$ cat src/rtl/traffic_pkg.sv
// Shared types and defaults for the traffic intersection controller.
// Phase encoding, default timer lengths and the way-index width helper.
package traffic_pkg;

    typedef enum logic [1:0] {
        AllRed,
        Green,
        Yellow,
        Flash
    } phase_e;

    localparam int unsigned DefGreenTimer  = 6;
    localparam int unsigned DefYellowTimer = 2;
    localparam int unsigned DefRedTimer    = 8;
    localparam int unsigned DefPedTimer    = 10;
    localparam int unsigned DefCntW        = 16;

    // A single approach index still needs one bit to keep the port legal.
    function automatic int unsigned way_width(input int unsigned n);
        return (n > 1) ? $clog2(n) : 1;
    endfunction

endpackage

$ cat src/rtl/traffic_phase_timer.sv
// Loadable down counter; expired is high while the count reads zero.
// Holds at zero until reloaded.
module traffic_phase_timer #(
    parameter int unsigned CNT_W     = 16,
    parameter int unsigned RESET_VAL = 7
) (
    input  logic             clk,
    input  logic             rst,
    input  logic             load,
    input  logic [CNT_W-1:0] load_val,
    output logic             expired
);

    logic [CNT_W-1:0] cnt_q, cnt_d;

    always_comb begin
        cnt_d = cnt_q;
        if (load) begin
            cnt_d = load_val;
        end else if (cnt_q != '0) begin
            cnt_d = cnt_q - 1'b1;
        end
    end

    always_ff @(posedge clk) begin
        if (rst) begin
            cnt_q <= CNT_W'(RESET_VAL);
        end else begin
            cnt_q <= cnt_d;
        end
    end

    assign expired = (cnt_q == '0);

endmodule

$ cat src/rtl/traffic_intersection_ctrl.sv
// N-way round-robin intersection controller with sticky pedestrian requests
// and a night flashing-yellow mode. All lamp outputs are registered.
module traffic_intersection_ctrl
    import traffic_pkg::*;
#(
    parameter int unsigned NUM_WAYS    = 2,
    parameter int unsigned GREENTIMER  = DefGreenTimer,
    parameter int unsigned YELLOWTIMER = DefYellowTimer,
    parameter int unsigned REDTIMER    = DefRedTimer,
    parameter int unsigned PEDTIMER    = DefPedTimer,
    parameter int unsigned CNT_W       = DefCntW
) (
    input  logic                                clk,
    input  logic                                rst,
    input  logic [NUM_WAYS-1:0]                 ped_req,
    input  logic                                flash_mode,
    output logic [NUM_WAYS-1:0]                 red,
    output logic [NUM_WAYS-1:0]                 yellow,
    output logic [NUM_WAYS-1:0]                 green,
    output logic [NUM_WAYS-1:0]                 ped_walk,
    output logic [way_width(NUM_WAYS)-1:0]      active_way
);

    localparam int unsigned WayW     = way_width(NUM_WAYS);
    localparam int unsigned PedGreen = (PEDTIMER > GREENTIMER) ? PEDTIMER : GREENTIMER;

    localparam logic [CNT_W-1:0] GreenLoad  = CNT_W'(GREENTIMER - 1);
    localparam logic [CNT_W-1:0] PedLoad    = CNT_W'(PedGreen - 1);
    localparam logic [CNT_W-1:0] YellowLoad = CNT_W'(YELLOWTIMER - 1);
    localparam logic [CNT_W-1:0] RedLoad    = CNT_W'(REDTIMER - 1);

    phase_e                state_q, state_d;
    logic [WayW-1:0]       way_q, way_d, next_way;
    logic [NUM_WAYS-1:0]   ped_q, ped_d;
    logic                  walk_q, walk_d;
    logic                  lit_q, lit_d;
    logic                  load;
    logic [CNT_W-1:0]      load_val;
    logic                  expired;
    logic [NUM_WAYS-1:0]   red_d, yellow_d, green_d, walk_out_d;

    traffic_phase_timer #(
        .CNT_W     (CNT_W),
        .RESET_VAL (REDTIMER - 1)
    ) u_timer (
        .clk      (clk),
        .rst      (rst),
        .load     (load),
        .load_val (load_val),
        .expired  (expired)
    );

    assign next_way = (way_q == WayW'(NUM_WAYS - 1)) ? '0 : way_q + 1'b1;

    always_comb begin
        state_d  = state_q;
        way_d    = way_q;
        walk_d   = walk_q;
        lit_d    = lit_q;
        ped_d    = ped_q;
        load     = 1'b0;
        load_val = RedLoad;
        unique case (state_q)
            AllRed: begin
                if (expired) begin
                    load = 1'b1;
                    if (flash_mode) begin
                        state_d  = Flash;
                        lit_d    = 1'b1;
                        load_val = YellowLoad;
                    end else begin
                        state_d = Green;
                        way_d   = next_way;
                        if (ped_q[next_way]) begin
                            ped_d[next_way] = 1'b0;
                            walk_d          = 1'b1;
                            load_val        = PedLoad;
                        end else begin
                            walk_d   = 1'b0;
                            load_val = GreenLoad;
                        end
                    end
                end
            end
            Green: begin
                // Flash request truncates green immediately.
                if (flash_mode || expired) begin
                    state_d  = Yellow;
                    walk_d   = 1'b0;
                    load     = 1'b1;
                    load_val = YellowLoad;
                end
            end
            Yellow: begin
                if (expired) begin
                    load = 1'b1;
                    if (flash_mode) begin
                        state_d  = Flash;
                        lit_d    = 1'b1;
                        load_val = YellowLoad;
                    end else begin
                        state_d  = AllRed;
                        load_val = RedLoad;
                    end
                end
            end
            Flash: begin
                if (!flash_mode) begin
                    state_d  = AllRed;
                    load     = 1'b1;
                    load_val = RedLoad;
                end else if (expired) begin
                    lit_d    = ~lit_q;
                    load     = 1'b1;
                    load_val = YellowLoad;
                end
            end
            default: state_d = AllRed;
        endcase
        // Requests seen at green entry stay latched for the next service.
        if (state_q != Flash) begin
            ped_d = ped_d | ped_req;
        end
    end

    always_comb begin
        red_d      = '1;
        yellow_d   = '0;
        green_d    = '0;
        walk_out_d = '0;
        unique case (state_d)
            Flash: begin
                red_d    = '0;
                yellow_d = {NUM_WAYS{lit_d}};
            end
            Green: begin
                red_d[way_d]      = 1'b0;
                green_d[way_d]    = 1'b1;
                walk_out_d[way_d] = walk_d;
            end
            Yellow: begin
                red_d[way_d]    = 1'b0;
                yellow_d[way_d] = 1'b1;
            end
            default: ;
        endcase
    end

    always_ff @(posedge clk) begin
        if (rst) begin
            state_q    <= AllRed;
            way_q      <= WayW'(NUM_WAYS - 1);
            ped_q      <= '0;
            walk_q     <= 1'b0;
            lit_q      <= 1'b0;
            red        <= '1;
            yellow     <= '0;
            green      <= '0;
            ped_walk   <= '0;
            active_way <= WayW'(NUM_WAYS - 1);
        end else begin
            state_q    <= state_d;
            way_q      <= way_d;
            ped_q      <= ped_d;
            walk_q     <= walk_d;
            lit_q      <= lit_d;
            red        <= red_d;
            yellow     <= yellow_d;
            green      <= green_d;
            ped_walk   <= walk_out_d;
            active_way <= way_d;
        end
    end

endmodule

$ cat config.mk
export PLATFORM = sky130hd
export DESIGN_NAME = traffic_intersection_ctrl
export DESIGN_NICKNAME = d
export VERILOG_FILES = /design/src/rtl/traffic_pkg.sv /design/src/rtl/traffic_phase_timer.sv /design/src/rtl/traffic_intersection_ctrl.sv
export SDC_FILE = /design/constraint.sdc
export NUM_CORES = 1
export LEC_CHECK = 0
export ABC_AREA = 1
export BUFFER_PORTS_ARGS = -buffer_cell sky130_fd_sc_hd__buf_2
export CORE_MARGIN = 2
export CORE_UTILIZATION = 40
export CTS_CLUSTER_DIAMETER = 40
export CTS_CLUSTER_SIZE = 16
export DETAILED_ROUTE_END_ITERATION = 12
export PLACE_DENSITY = 0.65
export SYNTH_ARGS = -nofsm -noshare
export SYNTH_HDL_FRONTEND = slang
export SYNTH_HIERARCHICAL = 1
export SYNTH_SLANG_ARGS = --single-unit
$ cat constraint.sdc
create_clock -name clk -period 6.9 [get_ports clk]
set_clock_uncertainty 0.15 [all_clocks]
set_input_delay 0.69 -clock clk [delete_from_list [all_inputs] [get_ports clk]]
set_output_delay 0.69 -clock clk [all_outputs]
set_load 0.01 [all_outputs]
# ---- Word level (Yosys, flattened, before mapping)
# Cells that the tools add are included.
dict set report word_totals {
  regBits 31
}
dict set report op_classes {
  order_cmp 4
  n_bitwise 7
  n_reduce_logical 10
  muxes 49
  addsub 2
  eq_ne 7
}
# op count
set op_table {}
lappend op_table {{16-bit case mux with 4 select lines} 1}
lappend op_table {{16-bit 2-to-1 mux} 2}
lappend op_table {{2-bit 2-to-1 mux} 11}
lappend op_table {{1-bit 2-to-1 mux} 19}
lappend op_table {{16-bit logical NOT} 1}
lappend op_table {{16-bit nonzero test} 1}
lappend op_table {{16-bit by 1-bit subtractor with 16-bit output, second input constant} 1}
lappend op_table {{3-bit 2-to-1 mux} 5}
lappend op_table {{4-bit 2-to-1 mux} 3}
lappend op_table {{2-bit equality test, second input constant} 4}
lappend op_table {{2-bit case mux with 2 select lines} 2}
lappend op_table {{2-bit case mux with 4 select lines} 1}
lappend op_table {{2-bit OR reduction} 3}
lappend op_table {{2-bit AND} 2}
lappend op_table {{2-bit by 1-bit equality test with 1-bit output, second input constant} 2}
lappend op_table {{1-bit by 2-bit < comparator with 1-bit output, second input constant} 2}
lappend op_table {{2-bit NOT} 2}
lappend op_table {{1-bit case mux with 2 select lines} 2}
lappend op_table {{1-bit case mux with 3 select lines} 1}
lappend op_table {{1-bit demux with 1-bit select} 2}
lappend op_table {{1-bit greater-or-equal comparator, second input constant} 2}
lappend op_table {{1-bit logical AND} 2}
lappend op_table {{2-bit logical NOT} 1}
lappend op_table {{2-bit != test, second input constant} 1}
lappend op_table {{other kinds (5)} 6}

# ---- Depth between registers and ports, before layout
# Gate-level depths: netlist of the first run.
dict set report depth {
  depth_word 14
  ltp_mapped 17
}

# ---- Hierarchy
# Netlist of the first run, hierarchy kept.
# mod area_per_inst_um2 n_inst seq_area_each_um2 cells_per_inst
set by_module_without_submodules {}
lappend by_module_without_submodules {traffic_phase_timer 1144.8 1 320.3 184}
lappend by_module_without_submodules {traffic_intersection_ctrl 701.9 1 300.3 97}

# ---- Worst setup path after synthesis of the first run
# OpenSTA, ideal clock, no wires.
dict set report synth_path {
  path_type {reg2reg}
  startpoint {register u_timer.cnt_q[0]}
  endpoint {register u_timer.cnt_q[13]}
  n_path_buf 2
  path_slack_ns 4.585
  setup_time_ns 0.128
  required_ns 6.622
  arrival_ns 2.038
  stages_incl_launch_ff 18
  path_cell_list {dfxtp_1 inv_2 ha_1 nand2_4 nor2_8 nand4_4 inv_2 inv_2 nand2_1 nor2_1 a21oi_1 buf_2 inv_1 buf_2 nand3_1 nand2_1 nand2_1 nor2_1}
}
dict set report synth_between {
  elab_chain_len 5
  word_cells_on_any_way 11
}
# element line_no
set synth_lines {}
lappend synth_lines {{start, declared} traffic_phase_timer.sv:14} ;# logic [CNT_W-1:0] cnt_q, cnt_d;
lappend synth_lines {{start signal, assigned} traffic_phase_timer.sv:27} ;# cnt_q <= CNT_W'(RESET_VAL);
lappend synth_lines {{start signal, assigned} traffic_phase_timer.sv:29} ;# cnt_q <= cnt_d;
lappend synth_lines {{16-bit logical NOT (*)} traffic_phase_timer.sv:33} ;# assign expired = (cnt_q == '0);
lappend synth_lines {{net expired} traffic_intersection_ctrl.sv:39} ;# logic expired;
lappend synth_lines {{1-bit 2-to-1 mux / 1-bit logical OR (equally long branches)} -}
lappend synth_lines {{1-bit 2-to-1 mux (on tied branches)} {traffic_intersection_ctrl.sv:108, traffic_intersection_ctrl.sv:87}}
lappend synth_lines {{1-bit case mux with 3 select lines (*)} traffic_intersection_ctrl.sv:63} ;# unique case (state_q)
lappend synth_lines {{net load} traffic_intersection_ctrl.sv:37} ;# logic load;
lappend synth_lines {{16-bit 2-to-1 mux / 2-bit nonzero test (equally long branches)} -}
# Mark *: on every way through the listed nets, which the timed path passes. The rest lies on a longest branch. The select of a mux whose other input is x is not followed.
# A chain may end at the register's enable or synchronous reset.

# ---- Worst setup path after layout of the first run
dict set report layout_path {
  startpoint {register u_timer.cnt_q[0]}
  endpoint {register u_timer.cnt_q[6]}
}
# Same word-level chain as after synthesis.

==> metrics.md, run 1 <==
| Metric | Value |
|---|---|
| Post-CTS sizing | `0` |
| Number of diodes | `0` |
| Largest stage delay, worst path | `350 ps` |
| Clock sinks | `31` |
| Worst EP arrival | `2830 ps` |
| Sw frac | `30.1%` |
| Area leader, netlist | `dfxtp_1` |
| Cell with the most instances after synthesis | `nand2_1` |
| Post CTS Setup Buffer Count | `0` |
| DRT iter0 DRCs | `86` |
| Final ANT Viol Nets | `0` |
| # fillers | `435` |
| Ys flop type | `dfxtp_1` |
| Drc violations | `0` |
| Area taken by multi-input logic gates | `1090 µm²` |
| Worst-case register-to-register setup slack | `4080 ps` |
| Final Setup Violations | `0` |
| CP Launch Point | `u_timer/cnt_q[0]` |
| Vias after detailed routing | `1642` |
| RSZ-0062 raised after global routing | `false` |
| Pre-CTS WS | `4130 ps` |
| Int Power | `0.278 mW` |
| Reg-to-reg startpoint | `u_timer/cnt_q[0]` |
| Hold Path Class | `flop to flop` |
| Fmax | `354 MHz` |
| GRT Total Usage | `16.9%` |
| Std-Cell Rows | `24` |
| Reg2Reg Depth | `15` |
| Global-route wire length before repair | `6760 µm` |
| Avg Inst Size Synth | `6.57 µm²` |
| Final RePlAce weighted congestion | `0.877` |
| Sw power | `0.120 mW` |
| Yosys cell types | `34` |
| Worst path bufs/invs | `5` |
| Status | `finished, final reports clean` |
| Worst EP required | `6910 ps` |
| #FFs+latches synth | `31` |
| Post-synth EDFFs | `0` |
| Dpl hpwl | `2980 µm` |
| Die Ht | `71.9 µm` |
| Top cells by area, synth | `dfxtp_1 (34%), nand2_1 (16%), nor2_1 (8.1%)` |
| Final worst-path cycle share | `40.9%` |
| Wire per inst | `10.7 µm` |
| CTS HTree Levels | `2` |
| Synthesized area | `1850 µm²` |
| Most instantiated cells after synthesis | `nand2_1 (80), nor2_1 (40), dfxtp_1 (31)` |
| Leakage | `1.08 nW` |
| Slowest CP cell | `or2_2` |
| RR Endpoint | `u_timer/cnt_q[6]` |
| Max-slew violation count | `0` |
| YS warnings | `6` |
| Yosys top cell area share | `33.6%` |
| Skew-Pair Late Insertion Delay | `290 ps` |
| Drt pass-1 iters | `4` |
| Register area | `621 µm²` |
| Largest net degree at the start of global routing | `24` |
| Root Buffer | `clkbuf_8` |
| Num ports | `14` |
| Starting Density | `41.8%` |
| Critical Path Fanout Max | `19` |
| Hold Fails Final Rpt | `0` |
| Combinational power share | `15.7%` |
| Critical Path, Cell by Cell | `inv_2 -> ha_1 -> nand2_4 -> nor2_8 -> nand4_4 -> inv_2 -> inv_2 -> nand2_1 -> nor2_1 -> a21oi_1 -> buf_4 -> inv_1 -> or2_2 -> nand3_1 -> nor2_1` |
| Reg clk slew, reported paths | `70 ps` |
| Clock network power share | `35.9%` |
| Die W | `71.9 µm` |
| Initial antenna violation count | `0` |
| Die footprint | `5180 µm²` |
| Critical path's most frequent cell | `inv_2` |
| Drt total wl | `3870 µm` |
| Levels on crit path | `15` |
| CP Capture Type | `flop` |
| Sequential power share | `48.4%` |
| Startpoint Class | `flop` |
| Cts hold-fix bufs | `0` |
| Post-layout minimum cycle time | `2820 ps` |
| Core Box Area | `4410 µm²` |
| Sequential fraction of the synthesis area | `33.6%` |
| Power Density | `191 nW/µm²` |
| Delay-heaviest family, CP | `simple AND/OR/NAND/NOR gates` |
| Layout cells sized above 1 | `18.4%` |
| Port Buf Inserts | `13` |
| Asr flop ratio synth | `0%` |
| Synthesized instance count | `281` |
| WS Path Type | `flop to flop` |
| Number of global-route vias before repair | `1521` |
| DR vias/cell | `4.55` |
| TritonCTS buffer count | `5` |
| CTS tree | `built` |
| Clk buf depth | `2` |
| IR drop worst, VDD | `0.136 mV` |
| Final setup TNS | `0 ps` |
| Setup crit end | `u_timer/cnt_q[6]` |
| Synthesis-to-layout area growth | `13.0%` |
| # Max-Cap Violations | `0` |
| Cells after DPL | `353` |
| Non-Filler Instances | `361` |
| Grt total ovfl | `0` |
| Fin nets | `317` |
| Post-layout worst setup margin | `4080 ps` |
## through the flow
stage               hold slack, ps  power, mW  utilization (%)  cell area, µm²
finish                         318      0.398             47.3            2090
global route                   331      0.425             47.3            2090
CTS                            322      0.405             47.3            2090
detailed placement             312      0.259             45.4            2000
global placement               309      0.259             45.4            2000
floorplan                      291      0.246                -            1890
## worst min-delay path by stage
stage	from	to	slack [ps]	cells past startpoint
2_1_floorplan	ped_q[1]	ped_q[1]	290	2
3_3_place_gp	ped_q[1]	ped_q[1]	310	2
3_5_place_dp	ped_q[1]	ped_q[1]	310	2
4_1_cts	ped_q[1]	ped_q[1]	320	2
5_1_grt	ped_q[1]	ped_q[1]	330	2
6_report	ped_q[1]	ped_q[1]	320	2
## sequential cells by signal (all words and copies together) (netlist names)
| register | flops |
|---|---|
| u_timer/cnt_q | 16 |
| green | 2 |
| ped_q | 2 |
| ped_walk | 2 |
| red | 2 |
| state_q | 2 |
| yellow | 2 |
| lit_q | 1 |
| walk_q | 1 |
| way_q | 1 |
## power groups by stage
stage               registers [mW]  logic [mW]  clock network, mW
floorplan                    0.196      0.0503                  0
global placement             0.197      0.0625                  0
detailed placement           0.197      0.0625                  0
CTS                          0.193      0.0629              0.149
global route                 0.194      0.0727              0.159
finish                       0.193      0.0627              0.143
## tightest hold or removal path: stages (launching register included)
cell	delay (ps)
dfxtp_1	310
nand2_1	60
a21oi_1	50
## kinds of logic after synthesis
| logic type | after synthesis | share of synthesized area [%] |
|---|---|---|
| AOI/OAI and AO/OA | 21 | 6.71 |
| xor gates and xnor gates | 5 | 2.37 |
| and+or+nand+nor | 174 | 44.9 |
| DFF | 31 | 33.6 |
| buffers and inverters | 44 | 9.35 |
| adders and majority gates | 4 | 2.71 |
| other | 2 | 0.407 |
## layer usage
| metal | share of wire, % | routed length (µm) | up-vias | GRT usage (%) |
|---|---|---|---|---|
| met3 | 4.2 | 164 | 6 | 5.97 |
| met2 | 46 | 1770 | 23 | 27.2 |
| met4 | 1.2 | 45 | 0 | 5.45 |
| met1 | 49 | 1890 | 702 | 21.3 |
| li1 | - | - | 911 | - |
| met5 | 0 | 0 | - | 0 |
## cells in the final DEF (no fill, tap or decap), types with 4 or more instances in the layout
master / netlist / layout
nor2_2: 6 / 6
nand2_2: 8 / 8
clkbuf_8: 0 / 5
buf_2: 4 / 13
dfxtp_1: 31 / 31
ha_1: 4 / 4
a21oi_1: 9 / 9
inv_1: 29 / 29
o21ai_1: 4 / 4
conb_1: 2 / 13
nand2_1: 80 / 80
nand3_1: 26 / 26
nor2_1: 40 / 40
inv_2: 8 / 8
xor2_1: 4 / 4
## cell type report
| type | instances | share of cell area [%] |
|---|---|---|
| multi-input cells | 217 | 52.5 |
| flip-flops and latches | 31 | 29.7 |
| inverters | 39 | 7.13 |
| clock buffers | 6 | 3.48 |
| repair buffers | 14 | 3.48 |
| well taps | 52 | 3.12 |
| clock inverters | 2 | 0.600 |
Power figures use the tool's default switching activity.
==> run 2, diff against run 1 <==
==> constraint.sdc (replaced) <==
create_clock -name clk -period 2.66 [get_ports clk]
set_clock_uncertainty 0.15 [all_clocks]
set_input_delay 0.266 -clock clk [delete_from_list [all_inputs] [get_ports clk]]
set_output_delay 0.266 -clock clk [all_outputs]
set_load 0.01 [all_outputs]
==> run 2 against run 1 <==
Global-route usage decreased by 0.89 points; clock power increased to 2.9 times the previous value; hold slack got worse by 240 ps.
==> metrics.md, run 2 (synthesis gave the netlist of run 1 again) <==
| Metric | Value |
|---|---|
| Drt total wl | `3780 µm (was 3870 µm)` |
| Wire per inst | `10.5 µm (was 10.7 µm)` |
| Dpl hpwl | `2870 µm (was 2980 µm)` |
| Most frequent cells in the layout | `nand2_1 (80), nor2_1 (40), dfxtp_1 (31) (unchanged)` |
| Worst EP required | `2670 ps (was 6910 ps)` |
| Post CTS Setup Buffer Count | `0 (unchanged)` |
| Delay-heaviest family, CP | `simple AND/OR/NAND/NOR gates (unchanged)` |
| Core Box Area | `4410 µm² (unchanged)` |
| Final RePlAce weighted congestion | `0.872 (was 0.877)` |
| Leakage | `1.09 nW (was 1.08 nW)` |
| DR vias/cell | `4.58 (was 4.55)` |
| Largest stage delay, worst path | `330 ps (was 350 ps)` |
| Slowest CP cell | `dfxtp_1 (was or2_2)` |
| CP Capture Type | `flop (unchanged)` |
| Clock sinks | `31 (unchanged)` |
| Die Ht | `71.9 µm (unchanged)` |
| Root Buffer | `clkbuf_8 (unchanged)` |
| Critical path's most frequent cell | `inv_2 (unchanged)` |
| Critical Path Fanout Max | `14 (was 19)` |
| Die W | `71.9 µm (unchanged)` |
| WS Path Type | `flop to flop (unchanged)` |
| Number of diodes | `0 (unchanged)` |
| Die footprint | `5180 µm² (unchanged)` |
| Leading cell type in the layout, fill and taps excluded | `nand2_1 (unchanged)` |
| # fillers | `455 (was 435)` |
| Overall Power | `1.08 mW (was 0.398 mW)` |
| Status | `finished, final reports clean (unchanged)` |
| Largest net degree at the start of global routing | `24 (unchanged)` |
| Worst EP arrival | `2490 ps (was 2830 ps)` |
| Fmax | `403 MHz (was 354 MHz)` |
| Skew-Pair Late Insertion Delay | `280 ps (was 290 ps)` |
| Initial antenna violation count | `0 (unchanged)` |
| Fin nets | `317 (unchanged)` |
| IR drop worst, VDD | `0.286 mV (was 0.136 mV)` |
| CTS tree | `built (unchanged)` |
| Std-Cell Rows | `24 (unchanged)` |
| Final setup TNS | `0 ps (unchanged)` |
| Pre-CTS WS | `80.3 ps (was 4130 ps)` |
| Layout cells sized above 1 | `19.4% (was 18.4%)` |
| Number of global-route vias before repair | `1494 (was 1521)` |
| Finished Core Util | `47.8% (was 47.3%)` |
| Max FFs per register | `16 (unchanged)` |
| Num ports | `14 (unchanged)` |
| Final Setup Violations | `0 (unchanged)` |
| Design area | `2110 µm² (was 2090 µm²)` |
| Cells after DPL | `353 (unchanged)` |
| Hold_ws | `80.2 ps (was 318 ps)` |
| GRT Total Usage | `16.0% (was 16.9%)` |
| Power Density | `513 nW/µm² (was 191 nW/µm²)` |
| Grt total ovfl | `0 (unchanged)` |
| Max-slew violation count | `0 (unchanged)` |
| Cts hold-fix bufs | `0 (unchanged)` |
| Final worst-path cycle share | `93.3% (was 40.9%)` |
| Drc violations | `0 (unchanged)` |
| Post-layout minimum cycle time | `2480 ps (was 2820 ps)` |
| Hold Fails Final Rpt | `0 (unchanged)` |
| Global-route wire length before repair | `6470 µm (was 6760 µm)` |
| Final ANT Viol Nets | `0 (unchanged)` |
| Startpoint Class | `flop (unchanged)` |
| Drt pass-1 iters | `4 (unchanged)` |
| Non-Filler Instances | `361 (unchanged)` |
| Synthesis-to-layout area growth | `14.2% (was 13.0%)` |
| Vias after detailed routing | `1654 (was 1642)` |
| CTS HTree Levels | `2 (unchanged)` |
| Placed Instance Area | `2000 µm² (unchanged)` |
| DRT iter0 DRCs | `60 (was 86)` |
| Port Buf Inserts | `13 (unchanged)` |
| Hold Path Class | `input pin to flop (was flop to flop)` |
| RSZ-0062 raised after global routing | `false (unchanged)` |
| # Max-Cap Violations | `0 (unchanged)` |
| TritonCTS buffer count | `5 (unchanged)` |
| Starting Density | `41.8% (unchanged)` |
| Post-layout worst setup margin | `179 ps (was 4080 ps)` |
| Reg clk slew, reported paths | `70 ps (about the same)` |
| Worst path bufs/invs | `4 (was 5)` |
| Critical Path, Cell by Cell | `inv_2 -> ha_2 -> nand2_4 -> nor2_8 -> nand4_4 -> inv_2 -> inv_2 -> nand2_1 -> nor2_1 -> a21oi_1 -> inv_2 -> or2_2 -> nand3_1 -> nor2_1 (was inv_2 -> ha_1 -> nand2_4 -> nor2_8 -> nand4_4 -> inv_2 -> inv_2 -> nand2_1 -> nor2_1 -> a21oi_1 -> buf_4 -> inv_1 -> or2_2 -> nand3_1 -> nor2_1)` |
| Largest Register | `u_timer/cnt_q (unchanged)` |
| Clk buf depth | `2 (unchanged)` |
==> run 2: path summary, 6_finish.rpt <==
kind	from	endpoint	slack [ps]	depth (start not counted)
worst min register to register	ped_q[1]	ped_q[1]	310	2
worst max-delay path	u_timer/cnt_q[0]	u_timer/cnt_q[6]	180	14
worst min-delay path	ped_req[0]	ped_q[0]	80	3
worst max register to register	u_timer/cnt_q[0]	u_timer/cnt_q[6]	180	14
==> run 2: worst min-delay path, stage by stage <==
cell     delay, ps
buf_2           90
nand2_1         50
a21oi_1         50
==> run 2: what timing repair did <==
action,in CTS,in global routing
hold endpoints to repair,0,0
gates resized for setup,0,2
endpoints found under the setup margin,0,13
==> run 2: where the power goes <==
group / switching [mW] / internal, mW / leakage (nW)
sequential: 0.0165 / 0.484 / 0.251
combinational: 0.107 / 0.0571 / 0.784
clock: 0.182 / 0.235 / 0.0505
total: 0.306 / 0.776 / 1.09
==> run 2: area by class of cell <==
class,instances,area (µm²),area share [%]
Clock buffer,7,96.3,4.57
Timing Repair Buffer,14,72.6,3.44
Inverter,39,149,7.06
Sequential cell,31,621,29.4
Multi-Input combinational cell,217,1100,52.0
Tap cell,52,65.1,3.09
Clock inverter,1,7.51,0.356
==> run 2: routing by layer <==
metal | track usage (%) | part of all wire (%) | vias to the layer above
met5 | 0 | 0 | -
met4 | 6.08 | 1.1 | 0
met3 | 4.44 | 3.8 | 5
met2 | 26.6 | 46 | 27
met1 | 19.8 | 49 | 723
li1 | - | - | 899
